--- src/rtl/alu_bist_pkg.sv ---
// Shared definitions for the ALU BIST scheduler: FSM states, ALU control
// codes, the six-entry self-test op table and the LFSR feedback polynomial.
package alu_bist_pkg;

  typedef enum logic [1:0] {
    ST_IDLE,
    ST_ARMED,
    ST_FAULT
  } state_e;

  localparam logic [2:0] CONT_AND = 3'b000;
  localparam logic [2:0] CONT_OR  = 3'b001;
  localparam logic [2:0] CONT_ADD = 3'b010;
  localparam logic [2:0] CONT_SUB = 3'b110;
  localparam logic [2:0] CONT_SLT = 3'b111;

  localparam int          NUM_OPS   = 6;
  localparam logic [31:0] LFSR_POLY = 32'h80200003;

  // Entry 5 repeats SUB; the top feeds it equal operands so the zero flag is exercised.
  function automatic logic [2:0] opCont(input logic [2:0] idx);
    case (idx)
      3'd0:    return CONT_AND;
      3'd1:    return CONT_OR;
      3'd2:    return CONT_ADD;
      3'd4:    return CONT_SLT;
      default: return CONT_SUB;
    endcase
  endfunction

  function automatic logic [31:0] lfsrStep(input logic [31:0] v);
    return {1'b0, v[31:1]} ^ (v[0] ? LFSR_POLY : 32'h0);
  endfunction

endpackage

--- src/rtl/alu_golden.sv ---
// Combinational reference ALU used to judge every injected BIST vector.
module alu_golden (
  input  logic [31:0] i_a,
  input  logic [31:0] i_b,
  input  logic [2:0]  i_cont,
  output logic [31:0] o_result,
  output logic        o_zero
);

  logic [31:0] w_bb;
  logic [31:0] w_sum;

  assign w_bb  = i_cont[2] ? ~i_b : i_b;
  assign w_sum = i_a + w_bb + {31'b0, i_cont[2]};

  // SLT takes the raw sign of the difference, deliberately without overflow correction.
  always_comb begin
    o_result = w_sum;
    case (i_cont[1:0])
      2'b00:   o_result = i_a & w_bb;
      2'b01:   o_result = i_a | w_bb;
      2'b10:   o_result = w_sum;
      default: o_result = {31'b0, w_sum[31]};
    endcase
  end

  assign o_zero = (o_result == 32'h0);

endmodule

--- src/rtl/alu_bist_sched.sv ---
// Shares the datapath ALU between core traffic and an opportunistic BIST
// engine that injects LFSR vectors on idle cycles and checks the results.
module alu_bist_sched
  import alu_bist_pkg::*;
#(
  parameter int          PERIOD    = 16,
  parameter int          ERR_LIMIT = 3,
  parameter logic [31:0] LFSR_SEED = 32'hACE11234
) (
  input  logic        i_clk,
  input  logic        i_rst_n,
  input  logic        i_bist_en,
  input  logic        i_clr_err,
  input  logic        i_core_valid,
  input  logic [31:0] i_core_a,
  input  logic [31:0] i_core_b,
  input  logic [2:0]  i_core_cont,
  output logic [31:0] o_alu_a,
  output logic [31:0] o_alu_b,
  output logic [2:0]  o_alu_cont,
  input  logic [31:0] i_alu_result,
  input  logic        i_alu_zero,
  output logic        o_bist_active,
  output logic [15:0] o_tests_done,
  output logic [7:0]  o_err_cnt,
  output logic        o_fault,
  output logic [31:0] o_fail_a,
  output logic [31:0] o_fail_b,
  output logic [2:0]  o_fail_cont
);

  localparam int            CW     = (PERIOD > 1) ? $clog2(PERIOD) : 1;
  localparam logic [CW-1:0] RELOAD = CW'(PERIOD - 1);
  localparam logic [7:0]    LIMIT  = 8'(ERR_LIMIT);

  state_e        r_state;
  state_e        w_nextState;
  logic [CW-1:0] r_periodCnt;
  logic [31:0]   r_lfsr;
  logic [2:0]    r_opIdx;
  logic [15:0]   r_testsDone;
  logic [7:0]    r_errCnt;
  logic          r_capValid;
  logic [31:0]   r_failA;
  logic [31:0]   r_failB;
  logic [2:0]    r_failCont;

  logic          w_bistActive;
  logic [31:0]   w_vecA;
  logic [31:0]   w_vecB;
  logic [2:0]    w_vecCont;
  logic [31:0]   w_goldResult;
  logic          w_goldZero;
  logic          w_mismatch;
  logic [7:0]    w_errInc;
  logic          w_limitHit;

  // Core traffic always wins; a BIST vector only rides on a cycle the core leaves idle.
  assign w_bistActive = (r_state == ST_ARMED) & ~i_core_valid & i_bist_en;
  assign w_vecA       = r_lfsr;
  assign w_vecB       = (r_opIdx == 3'd5) ? r_lfsr : {r_lfsr[15:0], r_lfsr[31:16]};
  assign w_vecCont    = opCont(r_opIdx);

  assign o_alu_a       = w_bistActive ? w_vecA    : i_core_a;
  assign o_alu_b       = w_bistActive ? w_vecB    : i_core_b;
  assign o_alu_cont    = w_bistActive ? w_vecCont : i_core_cont;
  assign o_bist_active = w_bistActive;

  alu_golden u_golden (
    .i_a      (w_vecA),
    .i_b      (w_vecB),
    .i_cont   (w_vecCont),
    .o_result (w_goldResult),
    .o_zero   (w_goldZero)
  );

  assign w_mismatch = w_bistActive &
                      ((i_alu_result != w_goldResult) | (i_alu_zero != w_goldZero));
  assign w_errInc   = (r_errCnt == 8'hFF) ? 8'hFF : r_errCnt + 8'd1;
  assign w_limitHit = (w_errInc >= LIMIT);

  always_ff @(posedge i_clk or negedge i_rst_n) begin
    if (!i_rst_n) r_state <= ST_IDLE;
    else          r_state <= w_nextState;
  end

  // A clear on the same edge as a limit-reaching mismatch keeps the block out of FAULT.
  always_comb begin
    w_nextState = r_state;
    case (r_state)
      ST_IDLE:  if (i_bist_en && (r_periodCnt == '0)) w_nextState = ST_ARMED;
      ST_ARMED: begin
        if (!i_bist_en)        w_nextState = ST_IDLE;
        else if (w_bistActive) w_nextState = (w_mismatch && w_limitHit && !i_clr_err) ?
                                             ST_FAULT : ST_IDLE;
      end
      ST_FAULT: if (i_clr_err) w_nextState = ST_IDLE;
      default:  w_nextState = ST_IDLE;
    endcase
  end

  always_ff @(posedge i_clk or negedge i_rst_n) begin
    if (!i_rst_n) begin
      r_periodCnt <= RELOAD;
    end else if (r_state == ST_IDLE) begin
      if (!i_bist_en || (r_periodCnt == '0)) r_periodCnt <= RELOAD;
      else                                   r_periodCnt <= r_periodCnt - 1'b1;
    end else if ((r_state == ST_FAULT) && i_clr_err) begin
      r_periodCnt <= RELOAD;
    end
  end

  always_ff @(posedge i_clk or negedge i_rst_n) begin
    if (!i_rst_n) begin
      r_lfsr      <= LFSR_SEED;
      r_opIdx     <= 3'd0;
      r_testsDone <= 16'd0;
    end else if (w_bistActive) begin
      r_lfsr      <= lfsrStep(r_lfsr);
      r_opIdx     <= (r_opIdx == 3'(NUM_OPS - 1)) ? 3'd0 : r_opIdx + 3'd1;
      r_testsDone <= r_testsDone + 16'd1;
    end
  end

  // fail_* survive a clear so the last logged vector stays visible until a new capture.
  always_ff @(posedge i_clk or negedge i_rst_n) begin
    if (!i_rst_n) begin
      r_errCnt   <= 8'd0;
      r_capValid <= 1'b0;
      r_failA    <= 32'h0;
      r_failB    <= 32'h0;
      r_failCont <= 3'd0;
    end else begin
      if (i_clr_err) begin
        r_errCnt   <= 8'd0;
        r_capValid <= 1'b0;
      end else if (w_mismatch) begin
        r_errCnt   <= w_errInc;
        r_capValid <= 1'b1;
      end
      if (w_mismatch && !r_capValid) begin
        r_failA    <= w_vecA;
        r_failB    <= w_vecB;
        r_failCont <= w_vecCont;
      end
    end
  end

  assign o_tests_done = r_testsDone;
  assign o_err_cnt    = r_errCnt;
  assign o_fault      = (r_state == ST_FAULT);
  assign o_fail_a     = r_failA;
  assign o_fail_b     = r_failB;
  assign o_fail_cont  = r_failCont;

endmodule

--- config.mk ---
export PLATFORM = sky130hd
export DESIGN_NAME = alu_bist_sched
export DESIGN_NICKNAME = d
export VERILOG_FILES = /design/src/rtl/alu_bist_pkg.sv /design/src/rtl/alu_golden.sv /design/src/rtl/alu_bist_sched.sv
export SDC_FILE = /design/constraint.sdc
export NUM_CORES = 1
export LEC_CHECK = 0
export ABC_AREA = 1
export BUFFER_PORTS_ARGS = -buffer_cell sky130_fd_sc_hd__buf_4
export CORE_ASPECT_RATIO = 1.25
export CORE_MARGIN = 2
export CORE_UTILIZATION = 50
export CTS_CLUSTER_DIAMETER = 60
export DETAILED_ROUTE_END_ITERATION = 10
export PLACE_DENSITY = 0.79
export SETUP_SLACK_MARGIN = 0.3
export SLEW_MARGIN = 40
export SYNTH_ARGS = -nofsm -noshare
export SYNTH_HDL_FRONTEND = slang
export SYNTH_SLANG_ARGS = --single-unit
export TNS_END_PERCENT = 1
--- constraint.sdc ---
create_clock -name i_clk -period 3.9 [get_ports i_clk]
set_input_delay 0.78 -clock i_clk [delete_from_list [all_inputs] [get_ports i_clk]]
set_output_delay 0.78 -clock i_clk [all_outputs]
set_load 0.02 [all_outputs]
==> impl_results.md <==
- Failing checks: negative setup slack
- Routed Antenna Nets: 0
- Kind of cell adding the most delay to the critical path: simple AND/OR/NAND/NOR gates
- N_diodes: 0
- Crit start category: flop
- PwrDens: roughly 230 nW/µm²
- Hold WS: 0.406 ns
- Crit path capture type: flop
- Worst-path clk slew: 0.07 ns
- Post-route insts no fill: between 2,000 and 2,500
- Filler cell count: 1,511
- CTS root buffer: clkbuf_16
- Period Utilization, post-route: 1.16
- DP HPWL: 34,900 µm
- Via count: 14,400
- Final wirelength: 49,700 µm
- Die area: 23,400 µm²
- Initial antenna violation count: 0
- Worst-path fanout max: 21
- Vias in the first global route: 13,300
- # H-tree levels: 4
- Syn Area/Cell: 6.45 µm²
- Skew final: 0.0144 ns
- Starting Density: 0.512
- Die Wd: 137 µm
- I/O pin count: roughly 270
- Worst path buffer plus inverter count: 8
- Slew Viols, Final: 0
- CTS tree: yes
- Die Ht: 170 µm
- Synth unique cells: 39
- Final core occ: 0.783
- Pre-CTS WS: -0.466 ns
- Leading cell type in the layout, fill and taps excluded: nand2_1
- Synth Instances: 1,717
- Leading cell types in the layout, fill and taps excluded: nand2_1 (605), buf_4 (503), inv_1 (220)
- Max_slew headroom: 0.445
- Ratio of cells with drive above 1 in the final layout: 0.340
- DRC viols: 0
- Worst Path Arrival: 4.81 ns
- Synth Flop Type: dfrtp_1
- Post-CTS Hold Buffers: 0
- Critical path's slowest cell: dfrtp_1
- Core area: around 22,000 µm²
- Peak VDD IR: 0.246 mV
- Final Hold Fails: 0
- Maxcap violations: 0
- Largest stage delay, worst path: ~0.40 ns
- Async set-reset flop share out of synthesis: 1.00
- Leakage power: around 0.0097 µW
- First-pass GRT wire length: ~71,000 µm
- Data required time of the critical path: 4.19 ns
- Critical path's most frequent cell: nand2_1
- Area Overhead vs Synth: 52.8%
- Crit Path Class: flop to flop
- Largest net degree at the start of global routing: 186
- CTS buffer count: 17
- Placed insts: 2,431
- Final nets: between 2,000 and 2,500
- Post-Syn Area: 11,100 µm²
- Status: finished with violations
- RSZ-0062 raised after global routing: yes
- Fmax: 0.222 GHz
- IO buf count: 264
- Pre-antenna DRT Iters: 6
- Setup TNS: -43.00 ns
- Worst setup margin: -0.611 ns
- Number of DRC markers in iteration 0: between 1,500 and 2,000
- Final number of setup-violating endpoints: 77
- Synth Register Bits: approximately 130
- Yosys warns: 0
- Post-synth EDFFs: 0
- GP Congestion: a little over 1
- Minimum clock period: 4.51 ns
- Remaining Overflow, GRT: 0
- Worst skew pair latency: 0.43 ns
- All-Layer GR Usage: 0.395
- Post-DR wirelength/cell: approximately 20 µm
- Clock sinks: about 130
- Syn nets: 1,890
- Pin slew with the least headroom to its limit: between 0.8 and 0.9 ns
- Worst Hold Class: primary input to async pin
- Vias per inst: 5.80
- # rows: 60
- Seq/Total Area, Yosys: 0.303
- Longest Clk Path Bufs: 2
[power by group]
part	switching (µW)	internal, µW
combinational	507	371
clock	714	907
sequential	14.2	1410
total	1230	2690
[cell type report]
class                   count  area [µm²]  area share
inverters                 233         880      0.0520
clock inverters            15         156     0.00924
well taps                 279         349      0.0206
clock buffers              17         425      0.0251
flip-flops and latches    133        3350       0.198
repair buffers            523        4190       0.248
multi-input cells        1282        7570       0.447
[routing by layer]
layer  vias up  wire (µm)  GRT usage
met5         -          0          0
met4         0       4510      0.226
met3       305       4840     0.0566
met2       984      23000      0.664
met1      6680      17400      0.479
li1       6427          -          -
[timing repair]
item | CTS | global route
pin swaps | 9 | 31
gates cloned | 3 | 4
setup buffers | 4 | 8
resized for setup | 87 | 77
setup endpoints to repair | 77 | 77
[path summary, 6_finish.rpt]
check	start	to	slack [ns]	cells after the start
setup / recovery	r_opIdx[1]	o_fail_b[16]	-0.61	33
hold / removal	i_rst_n	o_tests_done[12]	0.41	1
setup reg to reg	r_opIdx[1]	o_fail_b[16]	-0.61	33
hold reg to reg	o_fail_b[17]	o_fail_b[17]	0.47	2
max in group asynchronous	i_rst_n	r_lfsr[31]	2.58	2
min in group i_clk	o_fail_b[17]	o_fail_b[17]	0.47	2
[synthesized netlist by cell type, drive strengths merged (3+ instances only)]
library cell | instances | area share
a21oi | 40 | 0.019
a31oi | 4 | 0.0023
buf | 29 | 0.016
clkbuf | 40 | 0.014
clkinv | 3 | 0.0010
dfrtp | 116 | 0.26
dfstp | 17 | 0.040
ha | 67 | 0.076
inv | 230 | 0.078
nand2 | 632 | 0.22
nand3 | 105 | 0.050
nand3b | 20 | 0.014
nand4 | 94 | 0.053
nor2 | 108 | 0.037
nor3 | 16 | 0.0072
o211ai | 3 | 0.0020
o21a | 3 | 0.0020
o21ai | 101 | 0.046
o22ai | 19 | 0.011
xnor2 | 9 | 0.0071
xor2 | 50 | 0.040
[flip-flops by register name, indices dropped and copies added (netlist names)]
signal        flops
r_periodCnt       4
o_fail_a         32
r_opIdx           3
o_err_cnt         8
o_tests_done     16
o_fail_b         32
r_lfsr           32
r_state           2
o_fail_cont       3
r_capValid        1
[cells by family (layout without fill, tap and decap cells)]
| kind of cell | count (synthesis) | after routing | synth area share |
|---|---|---|---|
| compound gates | 176 | 176 | 0.0861 |
| xor+xnor | 59 | 59 | 0.0467 |
| fa+ha+maj | 68 | 68 | 0.0775 |
| buf+inv | 302 | 788 | 0.108 |
| flops | 133 | 133 | 0.303 |
| simple gates | 979 | 979 | 0.379 |
[metrics by stage]
step | area, µm² | total power [µW]
after detailed placement | 15300 | 2240
after floorplan | 11400 | 1870
final | 16900 | 3920
after CTS | 16400 | 3860
after global placement | 15300 | 2220
after global routing | 16900 | 4070
Power figures use the tool's default switching activity.
